$ cat config.mk
export PLATFORM = sky130hd
export DESIGN_NAME = serial_add32
export DESIGN_NICKNAME = d
export VERILOG_FILES = /design/src/rtl/serial_add32_pkg.sv /design/src/rtl/serial_add32_add8_slice.sv /design/src/rtl/serial_add32.sv
export SDC_FILE = /design/constraint.sdc
export NUM_CORES = 1
export LEC_CHECK = 0
export ABC_AREA = 1
export BUFFER_PORTS_ARGS = -buffer_cell sky130_fd_sc_hd__buf_2
export CAP_MARGIN = 5
export CORE_UTILIZATION = 47
export CTS_CLUSTER_DIAMETER = 120
export DETAILED_ROUTE_END_ITERATION = 8
export GPL_TIMING_DRIVEN = 0
export PLACE_DENSITY = 0.74
export SYNTH_ARGS = -nofsm -noshare
export SYNTH_HDL_FRONTEND = slang
export SYNTH_SLANG_ARGS = --single-unit
$ cat constraint.sdc
create_clock -name clk -period 4.36 [get_ports clk]
set_clock_uncertainty 0.1 [all_clocks]
set_input_delay 0.436 -clock clk [delete_from_list [all_inputs] [get_ports clk]]
set_output_delay 0.436 -clock clk [all_outputs]
set_load 0.02 [all_outputs]
$ cat src/rtl/serial_add32_pkg.sv
// Shared definitions for the byte-serial adder: FSM state encoding and slice width.
`timescale 1ns/1ps
package serial_add32_pkg;

  localparam int BYTE_W = 8;

  typedef enum logic [1:0] {
    IDLE = 2'd0,
    RUN  = 2'd1,
    DONE = 2'd2
  } state_t;

  // Signed overflow of the top byte: carry into the MSB differs from carry out of it.
  function automatic logic msb_overflow(
    input logic a_msb,
    input logic b_msb,
    input logic sum_msb,
    input logic carry_out
  );
    return carry_out ^ (a_msb ^ b_msb ^ sum_msb);
  endfunction

endpackage

$ cat src/rtl/serial_add32_add8_slice.sv
// Combinational 8-bit ripple-carry adder slice shared by every byte of the serial add.
`timescale 1ns/1ps
module add8_slice
  import serial_add32_pkg::*;
(
  input  logic [BYTE_W-1:0] A,
  input  logic [BYTE_W-1:0] B,
  input  logic              Cin,
  output logic [BYTE_W-1:0] S,
  output logic              Cout
);

  logic [BYTE_W:0] w_c;

  assign w_c[0] = Cin;

  genvar gi;
  generate
    for (gi = 0; gi < BYTE_W; gi++) begin : g_bit
      assign S[gi]      = A[gi] ^ B[gi] ^ w_c[gi];
      assign w_c[gi+1]  = (A[gi] & B[gi]) | (w_c[gi] & (A[gi] ^ B[gi]));
    end
  endgenerate

  assign Cout = w_c[BYTE_W];

endmodule

$ cat src/rtl/serial_add32.sv
// Byte-serial wide adder: one add8_slice reused LSB-first, start/done handshake around it.
`timescale 1ns/1ps
module serial_add32
  import serial_add32_pkg::*;
#(
  parameter int WORDS = 4
) (
  input  logic                    clk,
  input  logic                    rst,
  input  logic                    start,
  input  logic [BYTE_W*WORDS-1:0] A,
  input  logic [BYTE_W*WORDS-1:0] B,
  input  logic                    Cin,
  output logic [BYTE_W*WORDS-1:0] S,
  output logic                    Cout,
  output logic                    ovf,
  output logic                    busy,
  output logic                    done
);

  localparam int N     = BYTE_W * WORDS;
  localparam int IDX_W = (WORDS > 1) ? $clog2(WORDS) : 1;
  localparam logic [IDX_W-1:0] LAST_IDX = IDX_W'(WORDS - 1);

  state_t             r_state;
  logic [N-1:0]       r_a;
  logic [N-1:0]       r_b;
  logic               r_carry;
  logic [IDX_W-1:0]   r_idx;
  logic               r_cout;
  logic               r_ovf;
  logic [BYTE_W-1:0]  r_s [WORDS];

  logic [BYTE_W-1:0]  w_a_bytes [WORDS];
  logic [BYTE_W-1:0]  w_b_bytes [WORDS];
  logic [BYTE_W-1:0]  w_slice_a;
  logic [BYTE_W-1:0]  w_slice_b;
  logic [BYTE_W-1:0]  w_slice_sum;
  logic               w_slice_cout;
  logic               w_accept;
  logic               w_running;
  logic               w_last;

  assign w_accept  = start && ((r_state == IDLE) || (r_state == DONE));
  assign w_running = (r_state == RUN);
  assign w_last    = w_running && (r_idx == LAST_IDX);

  assign w_slice_a = w_a_bytes[r_idx];
  assign w_slice_b = w_b_bytes[r_idx];

  add8_slice u_slice (
    .A    (w_slice_a),
    .B    (w_slice_b),
    .Cin  (r_carry),
    .S    (w_slice_sum),
    .Cout (w_slice_cout)
  );

  always_ff @(posedge clk) begin
    if (rst) begin
      r_state <= IDLE;
      r_a     <= '0;
      r_b     <= '0;
      r_carry <= 1'b0;
      r_idx   <= '0;
      r_cout  <= 1'b0;
      r_ovf   <= 1'b0;
    end else begin
      case (r_state)
        IDLE, DONE: begin
          if (w_accept) begin
            r_a     <= A;
            r_b     <= B;
            r_carry <= Cin;
            r_idx   <= '0;
            r_cout  <= 1'b0;
            r_ovf   <= 1'b0;
            r_state <= RUN;
          end else begin
            r_state <= IDLE;
          end
        end
        RUN: begin
          r_carry <= w_slice_cout;
          r_idx   <= r_idx + 1'b1;
          if (w_last) begin
            r_cout  <= w_slice_cout;
            r_ovf   <= msb_overflow(r_a[N-1], r_b[N-1], w_slice_sum[BYTE_W-1], w_slice_cout);
            r_state <= DONE;
          end
        end
        default: r_state <= IDLE;
      endcase
    end
  end

  // Each result byte owns its register; it is cleared on accept and written on its RUN cycle.
  genvar gi;
  generate
    for (gi = 0; gi < WORDS; gi++) begin : g_byte
      assign w_a_bytes[gi] = r_a[gi*BYTE_W +: BYTE_W];
      assign w_b_bytes[gi] = r_b[gi*BYTE_W +: BYTE_W];

      always_ff @(posedge clk) begin
        if (rst) begin
          r_s[gi] <= '0;
        end else if (w_accept) begin
          r_s[gi] <= '0;
        end else if (w_running && (r_idx == IDX_W'(gi))) begin
          r_s[gi] <= w_slice_sum;
        end
      end

      assign S[gi*BYTE_W +: BYTE_W] = r_s[gi];
    end
  endgenerate

  assign Cout = r_cout;
  assign ovf  = r_ovf;
  assign busy = (r_state == RUN);
  assign done = (r_state == DONE);

endmodule

==> results of run 1 <==
## synth_stat cells
master and n:
a21oi_1 9, buf_2 12, buf_4 6, buf_6 1, clkbuf_1 7, clkbuf_2 3
dfxtp_1 71, edfxtp_1 32, fa_1 8, ha_1 4, inv_1 15, inv_2 5
inv_4 1, nand2_1 43, nand2_4 1, nand3_1 10, nand3_2 3, nor2_1 186
nor2_2 2, nor2_4 1, o21ai_0 82, o21ai_1 9, o22ai_1 12
## cell type report
class | count | area (um^2)
fillers | 780 | 3500
flip-flops and latches | 103 | 2390
multi-input cells | 370 | 1830
repair buffers | 109 | 564
plain buffers | 27 | 183
well taps | 108 | 135
clock buffers | 9 | 124
inverters | 21 | 92.6
clock inverters | 7 | 72.6
## cell families after synthesis
group                    synth area share (%)
AND/OR/NAND/NOR                          22.2
AO/OA/AOI/OAI                            13.1
adder cells (fa/ha/maj)                  4.80
flip-flops                               54.4
buffers and inverters                    5.45
## worst max-delay path, stage by stage (launching register included)
cell	delay, ns
dfxtp_4	0.40
buf_4	0.20
nor2_4	0.14
o22ai_2	0.10
fa_2	0.36
inv_2	0.06
fa_2	0.18
inv_2	0.04
fa_2	0.33
fa_2	0.35
fa_2	0.36
fa_2	0.35
fa_2	0.35
inv_2	0.07
fa_2	0.47
inv_2	0.09
nand2_1	0.05
nand2_1	0.07
nand2_1	0.05
nand3_1	0.07
nand2_1	0.05
## metrics by stage
stage	hold slack, ns	setup TNS, ns	instance area (um^2)
after floorplan	0.349	0	4390
after global placement	0.360	-1.13	5040
after detailed placement	0.373	-1.66	5040
after CTS	0.187	-0.00670	5340
after global routing	0.204	-0.0842	5390
final	0.197	0	5390
## power by group
part	switching (mW)	internal [mW]	total (mW)
clock	0.357	0.225	0.582
combinational	0.319	0.176	0.495
sequential	0.0441	1.07	1.11
total	0.720	1.47	2.19
## metal layers
metal	up-vias	GRT usage (%)	share of wire [%]
met5	-	0	0
met4	0	10.1	2.3
met3	20	3.83	6.2
met2	148	42.5	49
met1	1806	30.2	43
li1	1951	-	-
## registers in the layout, summed over array words and instances, names as in the netlist
register / flops
r_a: 32
r_state: 2
r_carry: 1
Cout: 1
r_s: 32
r_b: 32
ovf: 1
r_idx: 2
## what timing repair did
item,4_1_cts,5_1_grt
hold endpoints to repair,0,0
pin swaps,4,2
resized for setup,30,15
setup endpoints to repair,7,6
buffers inserted,4,2
## final timing paths
path	slack [ns]	depth (start not counted)	to	start
max	0.03	20	ovf	r_idx[0]
min	0.20	2	r_idx[1]	rst
max reg2reg	0.03	20	ovf	r_idx[0]
min reg2reg	0.39	2	ovf	ovf
==> metrics.txt, run 1 <==
total grt overflow=0; Starting Density=49.3%; Crit Path Class=reg2reg; Rows=34; Initial DRT Pass Iterations=6; HPWL after DPL=8.30 mm; WP data required=4.54 ns; dpl ws=-0.457 ns; Synth area leaders=dfxtp_1 (32%), edfxtp_1 (22%), nor2_1 (16%); Post-Route Utilization=60.6%; Crit Path Max Fanout=10; GPL Wtd Cong=0.909; commonest non-fill, non-tap cells in the layout=nor2_1 (180), buf_2 (109), o21ai_0 (78); flops & latches, synth=103; Final ANT Viol Nets=0; CTS tree=done; DR WL/cell=14.9 um; Worst Tran Pin Value=0.456 ns; Hold Crit Class=in2reg; Slew Viols, Final=0; clock tree buffer depth=2; Synth top area share=32.4%; Sink Count=103; outcome=finished clean; Clk pin slew, worst setup/hold paths=0.11 ns; Max VDD drop=0.186 mV; clock buffer count from CTS=9; # diodes=0; Mean Syn Cell Area=8.38 um^2; Synth Instances=523; Tot Pwr=2.19 mW; Initial DRC Count=257; IO buf count=103; post-route clock period utilization=99.3%; Worst setup SP type=flip-flop; Total GRT Usage=24.4%; hold buffer count at cts=0; most common cell after layout, fill and taps aside=nor2_1; PwrDens=406 nW/um^2; Arr. time, crit path=4.50 ns; Die Height=98.6 um; vias per cell=5.21; yosys warns=0; Nets=721; placed insts=734; Worst slew margin=69.6%; Setup Viol. Count Final=0; worst skew pair latency=0.38 ns; global-route wire length before repair=18.0 mm; post-synth top area cell=dfxtp_1; LEAKAGE=2.43 nW; Area growth, synth to finish=23.0%; final setup margin=0.0322 ns; clock root buffer master=clkbuf_8; width of the die=98.6 um; Yosys cell types=23; Cell Area, Synth=4380 um^2; CP Capture Type=flip-flop; f_max=0.231 GHz; endpoints failing hold=0; final std cells w/o fill=754; RSZ-0062 raised after global routing=yes; max cap viols=0; sequential share of the synthesized area=54.4%; final wirelength=11.2 mm; number of global-route vias before repair=3807; IO Count=104; largest net degree at the start of global routing=21; Min Clock Period, post-route=4.33 ns; layout cell share with drive strength beyond 1=28.8%; DR vias=3925; syn nets=603; initial antenna violation count=0; die area=9710 um^2; # DRC=0; H-tree levels=3; core region area=8890 um^2
Power figures use the tool's default switching activity.
==> run 2, diff against run 1 <==
--- a/config.mk
+++ b/config.mk
@@ -8,11 +8,11 @@
 export ABC_AREA = 1
 export BUFFER_PORTS_ARGS = -buffer_cell sky130_fd_sc_hd__buf_2
 export CAP_MARGIN = 5
-export CORE_UTILIZATION = 47
+export CORE_UTILIZATION = 48
 export CTS_CLUSTER_DIAMETER = 120
 export DETAILED_ROUTE_END_ITERATION = 8
 export GPL_TIMING_DRIVEN = 0
-export PLACE_DENSITY = 0.74
+export PLACE_DENSITY = 0.75
 export SYNTH_ARGS = -nofsm -noshare
 export SYNTH_HDL_FRONTEND = slang
 export SYNTH_SLANG_ARGS = --single-unit
==> run 2 against run 1 <==
Effect of this change:
- combinational power barely moved
- count of clock-buffer cells in the layout is the same
- total power shrank 0.41%
- critical path type unchanged
- highest routed layer unchanged
==> metrics.txt, run 2 (same netlist as run 1, synthesis figures left out) <==
Clock Power Share=26.4% (-0.2 points); Worst setup SP type=flip-flop; number of global-route vias before repair=3777 (-0.79%); layout cell share with drive strength beyond 1=29.0% (+0.20 points); placed insts=734 (unchanged); endpoints failing hold=0 (unchanged); most common cell after layout, fill and taps aside=nor2_1; Initial DRT Pass Iterations=4 (-2); die area=9520 um^2 (-2.0%); Setup Viol. Count Final=0 (unchanged); Final ANT Viol Nets=0 (unchanged); Worst slew margin=65.6% (-4.0 points); Post-Route Utilization=61.7% (+1.1 points); outcome=finished clean; vias per cell=5.12 (-1.6%); Reg power frac=50.9% (about the same); Crit Path Class=reg2reg; hold buffer count at cts=0 (unchanged); clock buffer count from CTS=9 (unchanged); Area growth, synth to finish=23.4%; Register-to-Register Path Depth=21 (+5.0%); clock tree buffer depth=2 (unchanged); f_max=0.233 GHz (+0.84%); max cap viols=0 (unchanged); LEAKAGE=2.41 nW (-0.57%); dpl ws=-0.500 ns (-0.0438 ns); Starting Density=50.0% (+0.72 points); final wirelength=11.2 mm (-0.12%); P_int=1.46 mW (-0.20%); WP data required=4.54 ns (about the same); Min Clock Period, post-route=4.29 ns (-0.0360 ns); IO buf count=103 (unchanged); Final Cell Area=5410 um^2 (+0.32%); final setup margin=0.0682 ns (+0.0360 ns); Tot Pwr=2.18 mW (-0.41%); Sink Count=103 (unchanged); Crit Path Max Fanout=10 (unchanged); CTS tree=done; largest net degree at the start of global routing=20 (-4.8%); Arr. time, crit path=4.47 ns (-0.03 ns); initial antenna violation count=0 (unchanged); total grt overflow=0 (unchanged); DR vias=3859 (-1.7%); HPWL after DPL=8.46 mm (+1.9%); clock root buffer master=clkbuf_8; biggest regs=r_a (32), r_b (32), r_s (32); # diodes=0 (unchanged); post-route clock period utilization=98.4% (-0.83 points); Hold Crit Class=in2reg; crit path capture=ovf; Clk pin slew, worst setup/hold paths=0.11 ns (about the same); Total GRT Usage=24.1% (-0.26 points); DP Area=5040 um^2 (unchanged); Logic pwr share=22.7% (about the same); Initial DRC Count=259 (+0.78%); RR Startpoint=r_idx[0]; Nets=720 (-0.14%); commonest non-fill, non-tap cells in the layout=nor2_1 (180), buf_2 (109), o21ai_0 (78); Rows=34 (unchanged); Setup TNS Final=0 ns (unchanged); RR Endpoint=ovf; # DRC=0 (unchanged); Max VDD drop=0.168 mV (-9.6%); H-tree levels=3 (unchanged); WHS=0.203 ns (+0.00587 ns); IO Count=104 (unchanged); GPL Wtd Cong=0.906 (-0.31%); Fillers=769 (-1.4%); r2r setup slk=0.07 ns (+0.04 ns); Die Height=97.5 um (-1.0%); RSZ-0062 raised after global routing=yes; worst skew pair latency=0.37 ns (about the same); Worst Tran Pin Value=0.516 ns (+0.0604 ns); Slew Viols, Final=0 (unchanged); switching power=714 uW (-0.85%); core region area=8760 um^2 (-1.4%); final std cells w/o fill=753 (-0.13%); global-route wire length before repair=17.9 mm (-0.73%); sw frac=32.8% (-0.14 points); width of the die=97.5 um (-1.0%); CP Capture Type=flip-flop; PwrDens=403 nW/um^2 (-0.74%); Setup crit start=r_idx[0]; DR WL/cell=14.9 um (about the same)
==> run 2: repair_timing <==
action,4_1_cts,5_1_grt
resized for setup,22,27
pin swaps,2,1
endpoints found under the setup margin,7,5
buffers inserted,5,0
==> run 2: worst min path at each step <==
stage / cells past startpoint / startpoint / slack [ns] / endpoint
floorplan: 2 / r_a[16] / 0.35 / r_a[16]
global placement: 2 / r_a[13] / 0.36 / r_a[13]
detailed placement: 2 / ovf / 0.36 / ovf
CTS: 2 / rst / 0.19 / r_carry
global route: 2 / rst / 0.20 / r_carry
finish: 3 / B[9] / 0.20 / r_b[9]
==> run 2: final cells by class <==
cell class | count | area (um^2) | share of cell area [%]
clock inverter | 7 | 65.1 | 1.20
tap | 108 | 135 | 2.50
sequential | 103 | 2390 | 44.1
buffer | 27 | 180 | 3.33
inverter | 21 | 90.1 | 1.67
clock buffer | 9 | 124 | 2.29
timing repair buffer | 108 | 557 | 10.3
multi-input combinational | 370 | 1870 | 34.6
==> run 2: power groups by stage <==
| stage | logic, mW | registers [mW] | clock network (mW) |
|---|---|---|---|
| after floorplan | 0.265 | 1.15 | 0 |
| after global placement | 0.438 | 1.12 | 0 |
| after detailed placement | 0.449 | 1.13 | 0 |
| after CTS | 0.471 | 1.11 | 0.580 |
| after global routing | 0.547 | 1.12 | 0.625 |
| final | 0.495 | 1.11 | 0.576 |
==> run 2: critical path, stage by stage (launching register included) <==
cell,delay [ns]
dfxtp_4,0.42
inv_6,0.06
buf_12,0.14
o21ai_4,0.15
o22ai_4,0.09
fa_2,0.36
inv_2,0.06
fa_2,0.18
inv_2,0.04
fa_2,0.33
fa_2,0.34
fa_2,0.35
fa_2,0.35
fa_2,0.35
inv_2,0.07
fa_2,0.46
inv_2,0.08
nand2_1,0.05
nand2_1,0.06
nand2_1,0.05
nand3_2,0.06
nand2_1,0.04
==> run 2: metal layers <==
metal  up-vias  track usage (%)  share of wire [%]
li1       1948                -                  -
met1      1763             29.5                 43
met2       131             42.9                 50
met3        17             3.31                5.2
met4         0             9.28                1.8
met5         -                0                  0
